$ cat config.mk
export PLATFORM = sky130hd
export DESIGN_NAME = hazard_control_unit
export DESIGN_NICKNAME = d
export VERILOG_FILES = /design/src/rtl/cpu_types_pkg.sv /design/src/rtl/load_use_detect.sv /design/src/rtl/hazard_control_unit.sv
export SDC_FILE = /design/constraint.sdc
export NUM_CORES = 1
export LEC_CHECK = 0
export BUFFER_PORTS_ARGS = -buffer_cell sky130_fd_sc_hd__buf_4
export CAP_MARGIN = 20
export CORE_AREA = 2 2 39 41
export CTS_CLUSTER_SIZE = 10
export DETAILED_ROUTE_END_ITERATION = 6
export DIE_AREA = 0 0 41 43
export GPL_ROUTABILITY_DRIVEN = 0
export MAX_ROUTING_LAYER = met4
export SYNTH_ARGS = -nofsm -noshare
export SYNTH_HDL_FRONTEND = slang
export SYNTH_SLANG_ARGS = --single-unit
$ cat constraint.sdc
create_clock -name CLK -period 1.8 [get_ports CLK]
set_clock_uncertainty 0.05 [all_clocks]
set_input_delay 0.36 -clock CLK [delete_from_list [all_inputs] [get_ports CLK]]
set_output_delay 0.36 -clock CLK [all_outputs]
set_load 0.05 [all_outputs]
$ cat src/rtl/cpu_types_pkg.sv
// Shared CPU types: register index, hazard FSM states and pipeline latch control bundles.
package cpu_types_pkg;
  localparam int REG_W = 5;

  typedef logic [REG_W-1:0] regbits_t;

  typedef enum logic [1:0] {RUN, MEMWAIT, HALTED} hazard_state_t;

  typedef struct packed {
    logic en;
    logic flush;
  } latch_ctl_t;

  typedef struct packed {
    logic       pc_en;
    latch_ctl_t ifid;
    latch_ctl_t idex;
    latch_ctl_t exmem;
    latch_ctl_t memwb;
  } hazard_ctl_t;

  // Bit order: pc_en, then {en,flush} for ifid, idex, exmem, memwb.
  localparam hazard_ctl_t CTL_ADVANCE = hazard_ctl_t'(9'b1_10_10_10_10);
  localparam hazard_ctl_t CTL_RESET   = hazard_ctl_t'(9'b0_11_11_11_11);
  localparam hazard_ctl_t CTL_FROZEN  = hazard_ctl_t'(9'b0_00_00_00_00);
  localparam hazard_ctl_t CTL_MEMWAIT = hazard_ctl_t'(9'b0_00_00_00_11);
endpackage

$ cat src/rtl/load_use_detect.sv
// Combinational load-use detector: a load in EX writing a register the ID instruction reads.
module load_use_detect
  import cpu_types_pkg::*;
(
  input  logic     memtoreg,
  input  regbits_t wsel,
  input  regbits_t rs,
  input  regbits_t rt,
  output logic     stall
);
  // r0 is hardwired zero, so a load targeting it never creates a dependency.
  assign stall = memtoreg && (wsel != '0) && ((wsel == rs) || (wsel == rt));
endmodule

$ cat src/rtl/hazard_control_unit.sv
// Pipeline hazard controller (RUN/MEMWAIT/HALTED). Define HAZARD_STALL_CNT_EN to add
// the saturating stall_cnt output.
module hazard_control_unit
  import cpu_types_pkg::*;
#(
  parameter int STALL_CNT_W = 32
) (
  input  logic     CLK,
  input  logic     RST,
  input  logic     ihit,
  input  logic     dhit,
  input  logic     dREN_MEM,
  input  logic     dWEN_MEM,
  input  logic     memtoReg_EX,
  input  regbits_t wsel_EX,
  input  regbits_t rs_ID,
  input  regbits_t rt_ID,
  input  logic     redirect_EX,
  input  logic     halt_MEM,
  output logic     pc_en,
  output logic     ifid_enable,
  output logic     ifid_flush,
  output logic     idex_enable,
  output logic     idex_flush,
  output logic     exmem_enable,
  output logic     exmem_flush,
  output logic     memwb_enable,
  output logic     memwb_flush,
  output logic     halted
`ifdef HAZARD_STALL_CNT_EN
  ,
  output logic [STALL_CNT_W-1:0] stall_cnt
`endif
);
  hazard_state_t state, state_nxt;
  hazard_ctl_t   ctl;
  logic          load_use, mem_wait;

  load_use_detect u_lud (
    .memtoreg (memtoReg_EX),
    .wsel     (wsel_EX),
    .rs       (rs_ID),
    .rt       (rt_ID),
    .stall    (load_use)
  );

  // MEMWAIT keeps waiting on its own even if the MEM request lines drop.
  assign mem_wait = ((dREN_MEM || dWEN_MEM) && !dhit) || ((state == MEMWAIT) && !dhit);

  always_comb begin
    ctl       = CTL_ADVANCE;
    state_nxt = RUN;
    if (RST) begin
      ctl = CTL_RESET;
    end else if (state == HALTED) begin
      ctl       = CTL_FROZEN;
      state_nxt = HALTED;
    end else if (mem_wait) begin
      ctl       = CTL_MEMWAIT;
      state_nxt = MEMWAIT;
    end else begin
      if (redirect_EX) begin
        ctl.ifid.flush = 1'b1;
        ctl.idex.flush = 1'b1;
      end else if (load_use) begin
        ctl.pc_en      = 1'b0;
        ctl.ifid.en    = 1'b0;
        ctl.idex.flush = 1'b1;
      end else if (!ihit) begin
        ctl.pc_en      = 1'b0;
        ctl.ifid.flush = 1'b1;
      end
      // The halt itself retires; nothing behind it may enter MEM/WB.
      if (halt_MEM) begin
        ctl.exmem.flush = 1'b1;
        state_nxt       = HALTED;
      end
    end
  end

  always_ff @(posedge CLK) begin
    if (RST) state <= RUN;
    else     state <= state_nxt;
  end

  assign pc_en        = ctl.pc_en;
  assign ifid_enable  = ctl.ifid.en;
  assign ifid_flush   = ctl.ifid.flush;
  assign idex_enable  = ctl.idex.en;
  assign idex_flush   = ctl.idex.flush;
  assign exmem_enable = ctl.exmem.en;
  assign exmem_flush  = ctl.exmem.flush;
  assign memwb_enable = ctl.memwb.en;
  assign memwb_flush  = ctl.memwb.flush;
  assign halted       = (state == HALTED);

`ifdef HAZARD_STALL_CNT_EN
  always_ff @(posedge CLK) begin
    if (RST)
      stall_cnt <= '0;
    else if ((state != HALTED) && !ctl.pc_en && !(&stall_cnt))
      stall_cnt <= stall_cnt + 1'b1;
  end
`else
  logic unused_cnt_cfg;
  assign unused_cnt_cfg = |STALL_CNT_W;
`endif
endmodule

==> results of run 1 <==
power breakdown:
group	total, mW	switching [mW]	internal, mW
clock network	0.0980	0.0246	0.0735
registers	0.0505	0.00214	0.0484
logic	0.285	0.146	0.139
metal layers:
metal  vias up  global-route usage (%)
li1        251                       -
met1       217                    17.6
met2        11                    25.3
met3         0                       0
met4         0                    6.00
met5         -                       -
area by class of cell:
cell class | count | area [um2] | area share [%]
timing repair buffer | 48 | 429 | 49.2
multi-input combinational | 36 | 339 | 38.9
sequential | 2 | 42.5 | 4.88
clock buffer | 3 | 22.5 | 2.58
tap | 16 | 20.0 | 2.30
inverter | 4 | 18.8 | 2.15
through the flow:
step	util, %	setup slack [ps]
after floorplan	-	-437
after global placement	51.2	-389
after detailed placement	51.2	-408
after CTS	60.7	-375
after global routing	63.0	-420
final	63.0	-368
repair_timing:
item / in CTS / in global routing
pin swaps: 8 / 3
setup endpoints to repair: 7 / 7
hold endpoints to repair: 0 / 0
gates resized for setup: 14 / 3
setup buffers: 6 / 3
cell usage after synthesis:
| library cell | n |
|---|---|
| inv_1 | 4 |
| a2111oi_2 | 1 |
| dfxtp_1 | 2 |
| nand2_1 | 1 |
| buf_4 | 1 |
| o31ai_1 | 1 |
| nor2_1 | 10 |
| o21ai_2 | 1 |
| o21ai_4 | 1 |
| a22oi_2 | 1 |
| a21oi_1 | 2 |
| o21bai_1 | 1 |
| o21a_1 | 1 |
| a211oi_1 | 1 |
| xor2_1 | 10 |
| or4_4 | 1 |
| nor3_1 | 2 |
| o31a_1 | 1 |
| nor4_1 | 1 |
worst paths after layout:
| kind | slack, ps | to | start |
|---|---|---|---|
| worst min-delay path | 280 | state[0] | dhit |
| worst max-delay path | -370 | pc_en | wsel_EX[3] |
| worst min register to register | 540 | state[0] | state[0] |
| worst max register to register | 640 | state[1] | state[1] |
logic make-up after synthesis:
| group | after synthesis | share of synthesized area (%) |
|---|---|---|
| AND/OR/NAND/NOR | 15 | 21.5 |
| AO/OA/AOI/OAI | 11 | 31.6 |
| XOR/XNOR | 10 | 27.3 |
| flip-flops | 2 | 12.5 |
| buffers and inverters | 5 | 7.03 |
critical path: stages:
cell and delay, ps:
buf_6 90, or4_4 530, o21ai_4 170, o21ai_2 90, a2111oi_4 310, buf_6 200
==> flow_metrics.tcl, run 1 <==
set metrics [dict create \
    fin_nets 119 \
    antenna_found_initial 0 \
    powerDensity_mw_per_mm2 497 \
    cts_sinks 2 \
    end_kind "output port" \
    numCtsBuffers 3 \
    syn_inst 43 \
    drive_gt1_share_pct 75.3 \
    met1Wirelength_um 453 \
    first_pass_iters 4 \
    grt_max_degree 8 \
    start_util_pct 23.1 \
    syn-num-nets 67 \
    place_inst 97 \
    post-route-min-period_ps 2170 \
    yosysTopAreaCellShare_pct 27.3 \
    ctsHoldBuffers 0 \
    drt-wirelength-per-cell_um 10.5 \
    route.met2.wl_um 642 \
    finish.cell_count_without_fillers 109 \
    layout_common_cells "buf_4, xor2_1, buf_6" \
    grt_pass1_vias 449 \
    largest_register_ffs 2 \
    clkTransAtPathRegs_ps 30 \
    final_common_cell "buf_4" \
    vdd_ir_drop_max_uv 272 \
    critPathMaxFanout 3 \
    slew_headroom_pct 74.3 \
    synth.top_cells.by_area "xor2_1, dfxtp_1, nor2_1, o21ai_4, a2111oi_2" \
    boundaryPins 34 \
    gr-total-overflow 0 \
    cts-htree-levels 1 \
    holdWs_ps 281 \
    p_total_mw 0.434 \
    viasPerCell 4.39 \
    areaGrowthSynthToFinish_pct 172 \
    fp.dieW_um 41 \
    crit_path_start_kind "primary input" \
    remaining_drc_errors 0 \
    min_path_cells 2 \
    max_freq_ghz 0.461 \
    cts_root_buffer "clkbuf_4" \
    ys_types 19 \
    dieArea_mm2 0.00176 \
    hold_viol_final 0 \
    stdcell_area_um2 872 \
    cts_tree "done" \
    diodes 0 \
    antenna_left 0 \
    die_y_um 43 \
    critPathRequiredTime_ps 1390 \
    ys_seq_area_share_pct 12.5 \
    core_mm2 0.00138 \
    clockBufferDepth 2 \
    min_period_over_period_pct 120 \
    violations "negative setup slack" \
    rsz0062_at_grt "true" \
    regMostFlops "state" \
    ys_warn_count 0 \
    crit_type "in2out" \
    vias 479 \
    slew_viol_final 0 \
    synth-seq-cells 2 \
    hp-class "in2reg" \
    syn_area_um2 320 \
    syn_avg_cell_area_um2 7.45 \
    synth_top_area_cell "xor2_1" \
    insertion_delay_ps 220 \
    rr_worst_depth 6 \
    n_fill_cell 111 \
    drt_iter0_drc 12 \
    reg_top3 "state x2" \
    layout_setup_ws_ps -368 \
    finalSetupViolCount 6 \
    track_usage_pct 14.9 \
    grt_pass1_wl_um 1790 \
    std_cell_rows 14 \
    dpl_cell_area_um2 708 \
    worstPathArrival_ps 1760 \
    leakage_nw 0.409 \
    routed-wl-met3_um 52 \
    cap_violations 0 \
    status "complete, but fails checks" \
    post-dp-hpwl_um 905 \
    tns_ps -1380 \
    port_buffers 33 \
    wl_um 1150 \
    top_layer "met3" \
    worst_pin_slew_ps 384 \
]
No activity file was read; power rests on OpenSTA's default activity.
==> run 2: changes to the inputs <==
CTS_BUF_LIST = sky130_fd_sc_hd__clkbuf_8   (was not set)
PLACE_DENSITY = 0.6   (was not set)
SETUP_SLACK_MARGIN = 0.02   (was not set)
==> run 2 against run 1 <==
  * The flow still finishes with violations (negative setup slack)
  * Sequential share of layout area decreased by 0.14 points
  * Combinational power about the same
  * Setup slack improved by 5.4 ps
  * Cell count increased by 0.92%
  * Largest power group unchanged
  * Highest routed layer unchanged
==> flow_metrics.tcl, run 2 (synthesized netlist as in run 1, its figures left out) <==
set metrics [dict create \
    status "complete, but fails checks" \
    violations "negative setup slack" \
    finalSetupViolCount 6 \
    swShare_pct 35.4 \
    critPathRequiredTime_ps 1390 \
    diodes 0 \
    start_util_pct 23.1 \
    std_cell_rows 14 \
    boundaryPins 34 \
    post-route-min-period_ps 2160 \
    n_fill_cell 110 \
    ctsHoldBuffers 0 \
    internal-power_mw 0.330 \
    fp.dieW_um 41 \
    p_comb_share_pct 56.0 \
    hold_viol_final 0 \
    hp-class "in2reg" \
    grt_max_degree 8 \
    first_pass_iters 4 \
    dpl_cell_area_um2 708 \
    track_usage_pct 15.3 \
    core_mm2 0.00138 \
    wl_um 1120 \
    post-dp-hpwl_um 905 \
    grt_pass1_wl_um 1860 \
    min_period_over_period_pct 120 \
    crit_path_start_kind "primary input" \
    crit_chain "buf_6, or4_4, o21ai_4, o21ai_2, a2111oi_4, buf_6" \
    drive_gt1_share_pct 75.5 \
    slew_headroom_pct 73.6 \
    cts-htree-levels 1 \
    worst_pin_slew_ps 395 \
    clkTransAtPathRegs_ps 30 \
    leakage_nw 0.423 \
    antenna_left 0 \
    holdWs_ps 291 \
    cts_sinks 2 \
    switching_power_mw 0.181 \
    fin_nets 120 \
    max_stage_delay_ps 530 \
    remaining_drc_errors 0 \
    slew_viol_final 0 \
    rsz0062_at_grt "true" \
    dieArea_mm2 0.00176 \
    stdcell_area_um2 898 \
    numCtsBuffers 3 \
    grt_pass1_vias 469 \
    layout_setup_ws_ps -362 \
    p_total_mw 0.511 \
    cts_tree "done" \
    insertion_delay_ps 210 \
    drt_iter0_drc 7 \
    powerDensity_mw_per_mm2 569 \
    p_seq_share_pct 9.9 \
    cts_root_buffer "clkbuf_8" \
    vias 480 \
    max_freq_ghz 0.463 \
    p_clk_share_pct 34.1 \
    cap_violations 0 \
    end_kind "output port" \
    cp_common_cell "buf_6" \
    critPathMaxFanout 3 \
    regMostFlops "state" \
    final_common_cell "buf_4" \
    crit_buf_inv 2 \
    clockBufferDepth 2 \
    worstPathArrival_ps 1750 \
    slowest_stage "or4_4" \
    largest_register_ffs 2 \
    antenna_found_initial 0 \
    drt-wirelength-per-cell_um 10.2 \
    crit_family "compound AO/OA/AOI/OAI gates" \
    tns_ps -1520 \
    gr-total-overflow 0 \
    areaGrowthSynthToFinish_pct 180 \
    viasPerCell 4.36 \
    die_y_um 43 \
    port_buffers 33 \
    vdd_ir_drop_max_uv 411 \
    layout_common_cells "buf_4, xor2_1, buf_6" \
    crit_type "in2out" \
    reg_top3 "state x2" \
]
==> run 2: worst reg2reg max path, cell delays in order (launching register included) <==
cell	delay (ps)
dfxtp_2	300
inv_2	60
a211oi_2	80
buf_4	140
buf_4	120
o31ai_2	210
nor2_1	80
==> run 2: path summary, 6_finish.rpt <==
kind / from / end / slack [ps] / cells past startpoint
worst min register to register: state[0] / state[0] / 530 / 2
worst max register to register: state[1] / state[1] / 650 / 6
worst max-delay path: wsel_EX[3] / pc_en / -360 / 6
worst min-delay path: dhit / state[0] / 290 / 2
==> run 2: layout make-up <==
class,count,area [um2],share of cell area (%)
Clock buffer,3,41.3,4.60
Timing Repair Buffer,49,437,48.6
Multi-Input combinational cell,36,339,37.7
Inverter,4,18.8,2.09
Sequential cell,2,42.5,4.74
Tap cell,16,20.0,2.23
==> run 2: metrics by stage <==
stage	setup slack, ps	utilization [%]	std cells
floorplan	-437	-	43
global placement	-389	51.2	97
detailed placement	-408	51.2	97
CTS	-375	62.0	106
global route	-426	64.9	110
finish	-362	64.9	110
==> run 2: per-layer routing <==
layer	part of all wire [%]	global-route usage (%)	vias to the layer above	routed length [um]
li1	-	-	251	-
met1	39	17.9	218	443
met2	56	25.3	11	627
met3	4.6	1.57	0	52
met4	0	6.00	0	0
met5	0	-	-	0
==> run 2: power groups by stage <==
stage	clock, mW	combinational, mW	sequential, mW
after floorplan	0	0.147	0.0510
after global placement	0	0.237	0.0511
after detailed placement	0	0.238	0.0512
after CTS	0.179	0.275	0.0506
after global routing	0.188	0.303	0.0508
final	0.174	0.286	0.0506
==> run 2: repair_timing <==
item | 4_1_cts | 5_1_grt
cloned | 0 | 0
setup buffers | 6 | 4
gates resized for setup | 14 | 3
pin swaps | 8 | 5
endpoints found under the setup margin | 7 | 7
